`src/rtl/checkout_pkg.sv`:
```
// Shared types and defaults for the checkout transaction controller.
// Imported by the controller top and the item-code decoder.
package checkout_pkg;

    localparam int DEF_MAX_ITEMS = 15;
    localparam int DEF_CNT_W     = 4;

    typedef enum logic [1:0] {
        IDLE  = 2'd0,
        SCAN  = 2'd1,
        ALARM = 2'd2,
        TOTAL = 2'd3
    } chk_state_t;

    // Per-item classification produced by the decoder.
    typedef struct packed {
        logic disc;
        logic stolen;
    } upc_flags_t;

endpackage

```
`src/rtl/upc_status.sv`:
```
// Combinational item classifier: {upc, mark} -> discounted / stolen flags.
// Any code not listed below is an ordinary item.
module upc_status
    import checkout_pkg::*;
(
    input  logic [2:0] upc,
    input  logic       mark,
    output upc_flags_t flags
);

    always_comb begin
        flags = '{disc: 1'b0, stolen: 1'b0};
        case ({upc, mark})
            4'b0000: flags = '{disc: 1'b0, stolen: 1'b1};
            4'b0110: flags = '{disc: 1'b1, stolen: 1'b0};
            4'b1000: flags = '{disc: 1'b0, stolen: 1'b1};
            4'b1010: flags = '{disc: 1'b1, stolen: 1'b1};
            4'b1011: flags = '{disc: 1'b1, stolen: 1'b0};
            4'b1100: flags = '{disc: 1'b1, stolen: 1'b0};
            default: flags = '{disc: 1'b0, stolen: 1'b0};
        endcase
    end

endmodule

```
`src/rtl/checkout_ctrl.sv`:
```
// Checkout transaction sequencer: accepts scanned items, tallies counts,
// halts on a stolen item until the clerk acknowledges the alarm.
//
// state | meaning
// IDLE  | no transaction since reset
// SCAN  | accepting items
// ALARM | stolen item seen, scanning halted until alarm_ack
// TOTAL | transaction finished, counts final
module checkout_ctrl
    import checkout_pkg::*;
#(
    parameter int MAX_ITEMS = DEF_MAX_ITEMS,
    parameter int CNT_W     = DEF_CNT_W
) (
    input  logic             clk,
    input  logic             reset,
    input  logic             start,
    input  logic             scan_valid,
    input  logic [2:0]       scan_upc,
    input  logic             scan_mark,
    output logic             scan_ready,
    input  logic             finish,
    input  logic             alarm_ack,
    output logic             alarm,
    output logic             busy,
    output logic             done,
    output logic [CNT_W-1:0] item_count,
    output logic [CNT_W-1:0] disc_count,
    output logic [CNT_W-1:0] stolen_count
);

    localparam logic [CNT_W-1:0] CNT_MAX = CNT_W'(MAX_ITEMS);
    localparam logic [CNT_W-1:0] CNT_ONE = CNT_W'(1);

    chk_state_t       state, state_next;
    logic [CNT_W-1:0] item_q, disc_q, stolen_q;
    logic [CNT_W-1:0] item_d, disc_d, stolen_d;
    logic [CNT_W-1:0] item_inc;
    logic             pend_q, pend_d;
    logic             accept;
    upc_flags_t       flags;

    upc_status u_upc_status (
        .upc   (scan_upc),
        .mark  (scan_mark),
        .flags (flags)
    );

    always_ff @(posedge clk) begin
        if (reset) begin
            state    <= IDLE;
            item_q   <= '0;
            disc_q   <= '0;
            stolen_q <= '0;
            pend_q   <= 1'b0;
        end else begin
            state    <= state_next;
            item_q   <= item_d;
            disc_q   <= disc_d;
            stolen_q <= stolen_d;
            pend_q   <= pend_d;
        end
    end

    always_comb begin
        state_next = state;
        item_d     = item_q;
        disc_d     = disc_q;
        stolen_d   = stolen_q;
        pend_d     = pend_q;
        item_inc   = item_q + CNT_ONE;
        accept     = scan_valid && (state == SCAN);

        scan_ready = (state == SCAN);
        alarm      = (state == ALARM);
        busy       = (state == SCAN) || (state == ALARM);
        done       = (state == TOTAL);

        case (state)
            IDLE, TOTAL: begin
                if (start) begin
                    state_next = SCAN;
                    item_d     = '0;
                    disc_d     = '0;
                    stolen_d   = '0;
                    pend_d     = 1'b0;
                end
            end
            SCAN: begin
                if (accept) begin
                    item_d   = item_inc;
                    disc_d   = disc_q + CNT_W'(flags.disc);
                    stolen_d = stolen_q + CNT_W'(flags.stolen);
                    // A stolen item wins over the cap and over finish; finish is remembered.
                    if (flags.stolen) begin
                        state_next = ALARM;
                        pend_d     = finish;
                    end else if (item_inc == CNT_MAX || finish) begin
                        state_next = TOTAL;
                    end
                end else if (finish) begin
                    state_next = TOTAL;
                end
            end
            ALARM: begin
                if (alarm_ack) begin
                    state_next = (pend_q || finish || item_q == CNT_MAX) ? TOTAL : SCAN;
                    pend_d     = 1'b0;
                end else if (finish) begin
                    pend_d = 1'b1;
                end
            end
            default: state_next = IDLE;
        endcase
    end

    assign item_count   = item_q;
    assign disc_count   = disc_q;
    assign stolen_count = stolen_q;

endmodule
```
`config.mk`:
```
export PLATFORM = sky130hd
export DESIGN_NAME = checkout_ctrl
export DESIGN_NICKNAME = d
export VERILOG_FILES = /design/src/rtl/checkout_pkg.sv /design/src/rtl/upc_status.sv /design/src/rtl/checkout_ctrl.sv
export SDC_FILE = /design/constraint.sdc
export NUM_CORES = 1
export LEC_CHECK = 0
export ABC_AREA = 0
export BUFFER_PORTS_ARGS = -buffer_cell sky130_fd_sc_hd__buf_4
export CORE_UTILIZATION = 45
export DETAILED_ROUTE_END_ITERATION = 10
export PLACE_DENSITY_LB_ADDON = 0.08
export SLEW_MARGIN = 0
export SYNTH_ARGS = -nofsm -noshare
export SYNTH_HDL_FRONTEND = slang
export SYNTH_SLANG_ARGS = --single-unit
```
`constraint.sdc`:
```
create_clock -name clk -period 1.7 [get_ports clk]
set_input_delay 0.34 -clock clk [delete_from_list [all_inputs] [get_ports clk]]
set_output_delay 0.34 -clock clk [all_outputs]
set_load 0.1 [all_outputs]
```
### Yosys cells after proc, flatten, opt, wreduce, memory -nomap -nowiden

Index checks and enable logic that the tools add are counted.

| word-level totals | value |
|---|---|
| bits in registers | 15 |
| latch bits | 0 |
| bits in writable memories | 0 |
| memory bits (read-only) | 0 |
| input bits | 10 |
| output and inout port bits | 16 |
| logic and storage cells | 61 |
| memories kept | 0 |

| operators by class | value |
|---|---|
| add/sub/neg operators | 3 |
| $mul | 0 |
| divide/modulo/power cells | 0 |
| order comparisons | 0 |
| equality and inequality tests | 17 |
| shift operators | 0 |
| muxes and demuxes | 22 |
| bitwise operators | 0 |
| reductions and logical operators | 14 |

Operators by type and width:

| cell | number |
|---|---|
| $eq 4x4->1 const B | 6 |
| $pmux 4 s2 | 3 |
| $mux 4 | 4 |
| $mux 2 | 7 |
| $pmux 2 s3 | 2 |
| $add 4x1->4 | 2 |
| $reduce_and 4->1 | 2 |
| $mux 1 | 5 |
| $add 4x1->4 const B | 1 |
| $eq 2x2->1 const B | 2 |
| $eq 4x3->1 const B | 1 |
| $logic_not 4->1 | 1 |
| $logic_or 1x1->1 | 4 |
| $ne 2x1->1 const B | 2 |
| $ne 2x2->1 const B | 2 |
| $ne 4x2->1 const B | 1 |
| $reduce_or 2->1 | 2 |
| $ne 3x1->1 const B | 1 |
| $ne 3x3->1 const B | 1 |
| $pmux 1 s3 | 1 |
| $reduce_and 3->1 | 1 |
| $reduce_or 3->1 | 1 |
| $eq 2x1->1 const B | 1 |
| $logic_not 2->1 | 1 |
| other kinds (2) | 2 |

### Longest topological paths before layout

Gate-level depths: netlist of the first run.

| logic depth | value |
|---|---|
| word-level depth | 7 |
| mapped depth | 9 |
| mapped depth without buffers | 9 |

### Modules after synthesis

A second synthesis of the first run with hierarchy kept.

| second synthesis, totals | value |
|---|---|
| cell total of the unflattened synthesis | 105 |
| area total of the unflattened synthesis | 888.4 um^2 |

By module, submodules not included:

| module | instances | cells each | area each (um^2) | sequential area each (um^2) |
|---|---|---|---|---|
| checkout_ctrl | 1 | 99 | 837.1 | 300.3 |
| upc_status | 1 | 6 | 51.3 | 0.0 |

### Worst setup path after synthesis of the first run

No wires, ideal clock.

| timing | value |
|---|---|
| kind | register -> register |
| start point | register item_q[1] (netlist: item_count[1]) |
| end point | register state[1] |
| library setup time | 0.096 ns |
| arrival | 2.240 ns |
| required time | 1.604 ns |
| path slack | -0.636 ns |
| stages on the path, launching flop included | 7 |
| buffers on the path | 0 |
| clock period less this slack | 2.336 ns |
| path through | dfxtp_1 > ha_1 > and2b_2 > a21oi_1 > o2111ai_2 > a211o_2 > o41ai_2 |

| on the way | value |
|---|---|
| longest elaborated chain between the ends | 5 |
| elaborated cells on any way between the ends | 10 |
| classes of those cells | 1 x add/sub; 3 x eq/ne; 3 x mux; 3 x reduce/logical |

RTL lines:

| what | line | text |
|---|---|---|
| start, declared | checkout_ctrl.sv:36 | `logic [CNT_W-1:0] item_q, disc_q, stolen_q;` |
| start signal, assigned | checkout_ctrl.sv:58 | `item_q <= item_d;` |
| $add 4x1->4 or $eq 4x4->1 (tied branches) | checkout_ctrl.sv:71, checkout_ctrl.sv:107 |  |
| $eq 4x4->1 or $logic_or 1x1->1 (tied branches) | checkout_ctrl.sv:98, checkout_ctrl.sv:107 |  |
| $logic_or 1x1->1 or $mux 2 (tied branches) | checkout_ctrl.sv:98, checkout_ctrl.sv:107 |  |
| $ne 4x2->1 (no source line) or $mux 2 (tied branches) | n/a |  |
| $reduce_and 4->1 (no source line) or $pmux 2 s3 (tied branches) | n/a |  |
| end signal, assigned | checkout_ctrl.sv:57 | `state <= state_next;` |
| end, declared | checkout_ctrl.sv:35 | `chk_state_t state, state_next;` |

Parallel ways exist; a longest one is shown, timed or not. The select of a mux whose other input is x is not followed.
A chain may end at the register's enable or synchronous reset.

### Final worst setup path of the first run

| timing | value |
|---|---|
| start point | register item_q[0] (netlist: item_count[0]) |
| end point | register state[1] |

Same word-level chain as after synthesis.

==> results.md, run 1 <==
- Fmax: 584.6 MHz
- RSZ-0062 raised after global routing: yes
- # IOs: 26
- Post-route design area: 1309 um^2
- Vias per cell: 5.256
- Gpl congestion: 0.7745
- Chip width: 46.87 um
- Fillers: 156
- Chip Height: 46.87 um
- TritonCTS clock tree: done
- # rows: 15
- Port bufs: 25
- Setup TNS: -0.01047 ns
- Critical Path AT: 1.91 ns
- CTS Hold Buffers Added: 0
- Synthesis-to-finish area growth: 44.48%
- Final setup vio count: 1
- Routed WL: 2.191 mm
- Drt first pass iters: 4
- Post-Syn Instances: 108
- Mapped cell area: 905.9 um^2
- Vias in the first global route: 764
- Slew @ Worst Pin: 0.3276 ns
- Wire per inst: 13.04 um
- #FFs+latches synth: 15
- Min-delay worst type: in2reg
- Final min period: 1.710 ns
- Routed vias: 883
- Core ar.: 1802 um^2
- Final antenna-violating net count: 0
- Clock latency on the worst-skew pair: 0.30 ns
- Yosys top cell area share: 33.15%
- Final worst slack: -0.01047 ns
- NumNets Final: 163
- Dpl cell area: 1177 um^2
- Max-Cap Viols: 0
- DPL Wire Length: 1.578 mm
- Total Routing Usage GR: 19.94%
- Largest net degree at the start of global routing: 14
- Peak supply drop: 760.0 uV
- CTS buffer count: 3
- Failing checks: negative setup slack
- Drc violations: 0
- Remaining Overflow, GRT: 0
- Setup crit end kind: flip-flop
- Reg clk slew, reported paths: 0.10 ns
- Syn. warnings: 0
- Antenna violations before repair: 0
- Clock Skews: 0.008924 ns
- Crit path launch type: flip-flop
- Async set or reset register ratio after synthesis: 0%
- H-Tree Depth: 1
- Clock sinks: 15
- Post-synth EDFFs: 0
- Starting Density: 50.28%
- Top-count cell post-synth: dfxtp_1
- Root Buffer: clkbuf_4
- Post-synthesis sequential area ratio: 33.15%
- Crit share post-route: 100.6%
- Total power: 1.432 mW
- Max Slew Vio Count: 0
- Global-route wire length before repair: 3.042 mm
- Mapped Nets: 127
- Most common library cells after synthesis: dfxtp_1, nor2_1, nand2_1
- Synth Area per Inst: 8.388 um^2
- Max-slew headroom: 78.11%
- Outcome: complete, but fails checks
- Primary FF master, synth: dfxtp_1
- Ranking of synthesized cells by area: dfxtp_1, ha_1, nor2_1, a21oi_1, nand2_1
- Layout cell share with drive strength beyond 1: 42.66%
- Worst-path fanout max: 6
- Die footprint: 2196 um^2
- Power Dens Cells: 1094 nW/um^2
- CTS Buffer Depth: 2
- Initial DRC Count: 3
- Critical path class: reg2reg
- Final Hold Vio Count: 0
- CP Data Required Time: 1.90 ns
- N_diodes: 0
- Unique cell type count in the Yosys netlist: 29
- P_leak: 0.5717 nW
- Largest area contributor in the netlist: dfxtp_1
## worst paths after layout
check | slack, ns | end | from | cells after the start
setup / recovery | -0.01 | state[1] | item_count[0] | 5
hold / removal | 0.30 | item_count[0] | reset | 2
setup reg to reg | -0.01 | state[1] | item_count[0] | 5
hold reg to reg | 0.51 | pend_q | pend_q | 2
## per-stage QoR
step	std cells	setup WS (ns)	hold WS [ns]	util [%]
6_report	168	-0.01047	0.3030	72.64
5_1_grt	168	-0.06671	0.3083	72.64
3_3_place_gp	160	0.09899	0.4880	65.35
4_1_cts	164	0.02044	0.3048	68.75
3_5_place_dp	160	0.03951	0.4954	65.35
2_1_floorplan	108	-0.06963	0.4426	-
## power breakdown
part           switching (mW)  internal, mW
combinational           0.523         0.293
sequential             0.0224         0.372
clock                   0.131        0.0898
total                   0.677         0.755
## final cells by class
class	count	area, um^2	area share (%)
multi-input cells	85	640.6	48.95
clock buffers	3	22.52	1.721
flip-flops and latches	15	317.8	24.28
repair buffers	32	256.5	19.60
well taps	25	31.28	2.390
inverters	7	32.53	2.486
clock inverters	1	7.507	0.5736
## repair_timing
action	CTS	global route
buffers inserted	0	4
pin swaps	1	5
setup endpoints to repair	1	4
gates resized for setup	8	8
## flip-flops by register name, indices dropped and copies added (netlist names)
signal,flops
stolen_count,4
disc_count,4
state,2
item_count,4
pend_q,1
## worst max-delay path: stages (launching register included)
cell	delay [ns]
dfxtp_4	0.39
ha_4	0.18
or4b_4	0.50
o2111ai_4	0.13
nand2_2	0.09
o41ai_2	0.32
## placed cells by master (no fill, tap or decap), types with 2 or more instances in the layout
cell and instances:
xor2_1 4, clkinvlp_4 2, ha_4 4, nand3_1 2, a211oi_1 2, a21oi_1 9, nand2b_1 5, dfxtp_1 7
dfxtp_2 5, inv_1 4, mux2i_1 2, nor2_1 14, a22oi_1 4, buf_4 30, clkbuf_4 3, nand4_1 2
ha_1 5, and2b_2 2, o21ai_0 4, dfxtp_4 3, nand2_1 12
## logic make-up after synthesis
kind of cell	count (synthesis)	synth area share, %
mux	2	2.210
compound gates	26	20.03
xor+xnor	4	3.867
fa+ha+maj	9	12.43
buf+inv	8	3.315
flops	15	33.15
simple gates	44	25.00
## layer usage
metal / up-vias / wire, um / global-route usage (%)
met3: 5 / 94 / 5.000
met2: 21 / 1078 / 33.89
met5: - / 0 / 0
met4: 0 / 31 / 9.714
li1: 445 / - / -
met1: 412 / 986 / 23.31
No activity file was read; power rests on OpenSTA's default activity.
==> run 2: changes to the inputs <==
- SYNTH_HIERARCHICAL: not set -> 1
==> run 2 against run 1 <==
The flow now finishes without violations. Core utilization is 3.1 points lower. Clock power is 8% lower. Critical path depth stayed put. Via count is 0.57% lower. Synthesized cell count is 2.8% lower. Power is 4.0% lower. Combinational power is 5.3% lower. Hold slack better by 0.0099 ns. Die area is 1.8% lower. Global-route usage is 2.7 points higher. First-iteration DRC count grew to 4.3 times the previous value. Count of clock-buffer cells in the layout is 1 higher. Largest power group unchanged.
==> results.md, run 2 <==
- Routed vias: 878 (-0.57%)
- Clock latency on the worst-skew pair: 0.29 ns (about the same)
- Critical path class: reg2out
- Global-route wire length before repair: 3.305 mm (+8.6%)
- CTS Buffer Depth: 2 (unchanged)
- Ranking of synthesized cells by area: dfxtp_1, ha_1, nor2_1, a21oi_1, xor2_1
- Starting Density: 49.82% (-0.45 points)
- P_leak: 0.5495 nW (-3.9%)
- DPL Wire Length: 1.707 mm (+8.2%)
- Non-filler cells, final: 163 (-3.0%)
- Setup crit end kind: primary output
- Primary FF master, synth: dfxtp_1
- Clock sinks: 15 (unchanged)
- Commonest non-fill, non-tap cell in the layout: buf_4
- # IOs: 26 (unchanged)
- Post-synthesis sequential area ratio: 33.80% (+0.65 points)
- Total Routing Usage GR: 22.59% (+2.7 points)
- Vias per cell: 5.387 (+2.5%)
- Placed Instances: 158 (-1.3%)
- Max Slew Vio Count: 0 (unchanged)
- NumNets Final: 158 (-3.1%)
- Critical Path AT: 1.31 ns (-0.60 ns)
- Antenna violations before repair: 0 (unchanged)
- Outcome: complete, no violations
- Chip Height: 46.43 um (-0.93%)
- Yosys top cell area share: 33.80% (+0.65 points)
- Max-Cap Viols: 0 (unchanged)
- Final Hold Vio Count: 0 (unchanged)
- Final antenna-violating net count: 0 (unchanged)
- Drt first pass iters: 4 (unchanged)
- Synthesis-to-finish area growth: 39.58%
- Gpl congestion: 0.8211 (+6.0%)
- R2R Setup Slk: 0.09 ns (+0.10 ns)
- Slew @ Worst Pin: 0.2778 ns (-0.04981 ns)
- Largest area contributor in the netlist: dfxtp_1
- Fillers: 150 (-3.8%)
- Crit path launch type: flip-flop
- Remaining Overflow, GRT: 0 (unchanged)
- Fmax: 607.5 MHz (+3.9%)
- Util after Layout: 69.54% (-3.1 points)
- Setup TNS: 0 ns (+0.01047 ns)
- Synth Area per Inst: 8.460 um^2 (+0.87%)
- Port bufs: 25 (unchanged)
- Min-delay worst type: in2reg
- Vias in the first global route: 815 (+6.7%)
- Drc violations: 0 (unchanged)
- Max-slew headroom: 81.34% (+3.2 points)
- Mapped Nets: 124 (-2.4%)
- Most common library cells after synthesis: nor2_1, dfxtp_1, ha_1, nand2_1, a21oi_1
- #FFs+latches synth: 15 (unchanged)
- Chip width: 46.43 um (-0.93%)
- Die footprint: 2156 um^2 (-1.8%)
- Core ar.: 1783 um^2 (-1.0%)
- Syn. warnings: 6 (+6)
- Clock Skews: 0.004168 ns (-0.004756 ns)
- Mapped cell area: 888.4 um^2 (-1.9%)
- Total power: 1.375 mW (-4.0%)
- RSZ-0062 raised after global routing: no
- N_diodes: 0 (unchanged)
- TritonCTS clock tree: done
- Peak supply drop: 716.0 uV (-5.8%)
- Reg clk slew, reported paths: 0.08 ns (-0.02 ns)
- Unique cell type count in the Yosys netlist: 29 (unchanged)
- Top-count cell post-synth: nor2_1
- Area of the multi-input gates: 604.3 um^2 (-5.7%)
- H-Tree Depth: 1 (unchanged)
- Root Buffer: clkbuf_4
- Crit share post-route: 96.83% (-3.8 points)
- Post-synth EDFFs: 0 (unchanged)
- Layout cell share with drive strength beyond 1: 37.68% (-5.0 points)
- Largest net degree at the start of global routing: 14 (unchanged)
- Sequential cell area: 317.8 um^2 (unchanged)
- Most frequent cells in the layout: buf_4, nor2_1, nand2_1, a21oi_1, dfxtp_1
- CP Data Required Time: 1.36 ns (-0.54 ns)
- Initial DRC Count: 13 (+10)
- # rows: 15 (unchanged)
- Worst-path fanout max: 4 (-2)
- Final min period: 1.646 ns (-0.06439 ns)
- Final setup vio count: 0 (-1)
- Power Dens Cells: 1109 nW/um^2 (+1.3%)
- Async set or reset register ratio after synthesis: 0% (unchanged)
- Routed WL: 2.138 mm (-2.4%)
- Post-Syn Instances: 105 (-2.8%)
- CTS buffer count: 3 (unchanged)
- Wire per inst: 13.12 um (+0.57%)
==> run 2: cell count changes after synthesis, sizes merged, moves of 2 or more <==
cell,change
and4bb,+2
nand3b,+2
nand2,-4
nand3,-2
nor3,+2
nor2,+2
a311o,+2
==> run 2: worst paths after layout <==
| kind | from | endpoint | cells past startpoint |
|---|---|---|---|
| setup reg to reg | state[0] | state[1] | 6 |
| setup / recovery | state[0] | busy | 5 |
| hold reg to reg | item_count[3] | item_count[3] | 2 |
| hold / removal | reset | item_count[3] | 2 |
==> run 2: power by group <==
group	switching, mW	internal (mW)	total, mW
clock network	0.112	0.0914	0.203
logic	0.502	0.271	0.773
registers	0.0213	0.378	0.399
total	0.635	0.740	1.38
==> run 2: area by class of cell <==
cell class | instances | area share (%)
Clock buffer | 4 | 2.119
Sequential cell | 15 | 25.63
Inverter | 6 | 1.816
Timing Repair Buffer | 30 | 19.17
Tap cell | 25 | 2.523
Multi-Input combinational cell | 83 | 48.74
==> run 2: per-layer routing <==
layer | part of all wire (%) | wire (um) | vias up | GRT usage [%]
met2 | 53 | 1126 | 25 | 40.56
met3 | 5.1 | 110 | 7 | 8.235
li1 | - | - | 439 | -
met1 | 40 | 854 | 407 | 22.17
met5 | 0 | 0 | - | 0
met4 | 2.2 | 46 | 0 | 11.76
==> run 2: metrics by stage <==
| step | setup WS, ns | instance area (um^2) | hold WS, ns |
|---|---|---|---|
| after floorplan | -0.07594 | 928.4 | 0.4609 |
| after global placement | -0.02670 | 1174 | 0.4789 |
| after detailed placement | -0.1183 | 1174 | 0.4939 |
| after CTS | 0.008537 | 1234 | 0.2988 |
| after global routing | 0.003854 | 1240 | 0.3124 |
| final | 0.05391 | 1240 | 0.3129 |
==> run 2: repair_timing <==
action / 4_1_cts / 5_1_grt
hold buffers: 0 / 0
pin swaps: 0 / 2
hold endpoints to repair: 0 / 0
setup buffers: 1 / 0
gates resized for setup: 7 / 5
endpoints found under the setup margin: 1 / 4
==> run 2: cell families after synthesis <==
logic type	count (synthesis)	share of synthesized area (%)
AO/OA/AOI/OAI	25	19.44
XOR/XNOR	4	3.943
adder cells (fa/ha/maj)	9	12.68
buffers and inverters	7	2.957
flip-flops	15	33.80
multiplexers	2	2.394
AND/OR/NAND/NOR	43	24.79
==> run 2: critical path: stages, from the launching register on <==
cell	delay, ns
dfxtp_4	0.35
inv_2	0.05
ha_4	0.24
buf_4	0.15
inv_2	0.07
buf_12	0.17
==> run 3: changes to the inputs <==
- PLACE_DENSITY_LB_ADDON: 0.08 -> 0.2
==> run 3 against run 2 <==
Register-to-register slack got worse by 0.03 ns. Sequential share of layout area up 0.057 points. Design area is 1.0% lower. Final cell count stayed put. Non-clock buffer count unchanged. Wire length decreased by 5.9%. Clock skew decreased by 0.0029 ns. Sequential power hardly changed.
==> results.md, run 3 (synthesized netlist as in run 2, its figures left out) <==
- Largest net degree at the start of global routing: 14 (unchanged)
- # IOs: 26 (unchanged)
- Remaining Overflow, GRT: 0 (unchanged)
- TritonCTS clock tree: done
- Max-Cap Viols: 0 (unchanged)
- Antenna violations before repair: 0 (unchanged)
- Clock Skews: 0.001272 ns (-0.002896 ns)
- Global-route wire length before repair: 3.291 mm (-0.42%)
- Switching Share: 46.66% (+0.47 points)
- Internal power: 0.7108 mW (-3.9%)
- CTS Hold Buffers Added: 0 (unchanged)
- Family with the most delay on the worst path: compound AO/OA/AOI/OAI gates
- H-Tree Depth: 1 (unchanged)
- Pre-CTS worst setup slack: -0.09010 ns (+0.02816 ns)
- Critical Path AT: 1.82 ns (+0.51 ns)
- Worst-path fanout max: 7 (+3)
- Wire per inst: 12.34 um (-5.9%)
- Layout cell share with drive strength beyond 1: 34.78% (-2.9 points)
- # rows: 15 (unchanged)
- Drc violations: 0 (unchanged)
- Routed vias: 856 (-2.5%)
- Starting Density: 49.82% (unchanged)
- Final worst slack: 0.06434 ns (+0.01043 ns)
- Worst path bufs/invs: 1 (-3)
- Outcome: complete, no violations
- CTS Buffer Depth: 2 (unchanged)
- P_leak: 0.5484 nW (-0.20%)
- Crit share post-route: 96.22% (-0.61 points)
- Port bufs: 25 (unchanged)
- Fmax: 611.4 MHz (+0.64%)
- Power share of the combinational group: 54.6% (-1.6 points)
- Max-slew headroom: 80.84% (-0.50 points)
- Sequential Power Share: 30.0% (+1.0 points)
- RSZ-0062 raised after global routing: no
- Final setup vio count: 0 (unchanged)
- Synthesis-to-finish area growth: 38.17%
- Slowest CP cell: dfxtp_2
- Placed Instances: 157 (-0.63%)
- N_diodes: 0 (unchanged)
- Final Hold Vio Count: 0 (unchanged)
- CP Data Required Time: 1.88 ns (+0.52 ns)
- Vias in the first global route: 803 (-1.5%)
- Final min period: 1.636 ns (-0.01043 ns)
- Clock sinks: 15 (unchanged)
- CP max stage delay: 0.35 ns (about the same)
- Drt first pass iters: 4 (unchanged)
- Total Routing Usage GR: 22.11% (-0.48 points)
- Peak supply drop: 700.6 uV (-2.2%)
- Critical path class: reg2reg
- DPL Wire Length: 1.534 mm (-10%)
- Setup TNS: 0 ns (unchanged)
- Gpl congestion: 0.8385 (+2.1%)
- Vias per cell: 5.252 (-2.5%)
- Reg clk slew, reported paths: 0.08 ns (about the same)
- Slew @ Worst Pin: 0.2868 ns (+0.009031 ns)
- Clock share of power: 15.4% (+0.6 points)
- Setup crit end kind: flip-flop
- Initial DRC Count: 10 (-3)
- Core ar.: 1783 um^2 (unchanged)
- Chip width: 46.43 um (unchanged)
- CTS buffer count: 3 (unchanged)
- Crit path cell chain: inv_2 > ha_4 > nand2b_1 > a311o_1 > o21ai_2 > mux2_1
- Max Slew Vio Count: 0 (unchanged)
- Commonest non-fill, non-tap cell in the layout: buf_4
- Die footprint: 2156 um^2 (unchanged)
- Non-filler cells, final: 163 (unchanged)
- Chip Height: 46.43 um (unchanged)
- Total power: 1.333 mW (-3.1%)
- Routed WL: 2.012 mm (-5.9%)
- Crit path launch type: flip-flop
- Min-delay worst type: in2reg
- Most frequent cells in the layout: buf_4, nor2_1, nand2_1, a21oi_1, dfxtp_1
- NumNets Final: 158 (unchanged)
- Clock latency on the worst-skew pair: 0.29 ns (about the same)
- Power Dens Cells: 1086 nW/um^2 (-2.1%)
- Net Switching: 0.6218 mW (-2.1%)
- Root Buffer: clkbuf_4
- Final antenna-violating net count: 0 (unchanged)
[run 3: final timing paths]
path,start,to,slack (ns),cells after the start
hold reg to reg,pend_q,pend_q,0.51,2
hold / removal,reset,item_count[0],0.31,2
setup reg to reg,state[1],state[1],0.06,6
setup / recovery,state[1],state[1],0.06,6
[run 3: routing by layer]
metal | track usage [%] | vias up | wire (um)
met4 | 12.94 | 0 | 34
met5 | 0 | - | 0
met1 | 23.35 | 393 | 868
li1 | - | 438 | -
met2 | 37.22 | 20 | 1010
met3 | 7.843 | 5 | 98
[run 3: cell type report]
type,count,area (um^2)
Multi-Input combinational cell,83,599.3
Fill cell,146,555.5
Sequential cell,15,315.3
Timing Repair Buffer,30,232.7
Tap cell,25,31.28
Clock buffer,4,26.28
Inverter,6,22.52
[run 3: repair_timing]
item,4_1_cts,5_1_grt
pin swaps,0,1
gates resized for setup,4,2
setup buffers,0,2
hold endpoints to repair,0,0
setup endpoints to repair,2,4
[run 3: through the flow]
step           util (%)  hold WS [ns]  area, um^2
4_1_cts           67.93        0.3004        1211
3_5_place_dp      65.40        0.4943        1166
5_1_grt           68.84        0.3058        1227
6_report          68.84        0.3127        1227
3_3_place_gp      65.40        0.4791        1166
2_1_floorplan         -        0.4609       928.4
[run 3: power by group through the flow]
stage	sequential (mW)	clock [mW]	combinational [mW]
global placement	0.405	0	0.650
detailed placement	0.406	0	0.658
CTS	0.401	0.214	0.698
floorplan	0.445	0	0.482
global route	0.403	0.238	0.775
finish	0.400	0.205	0.727
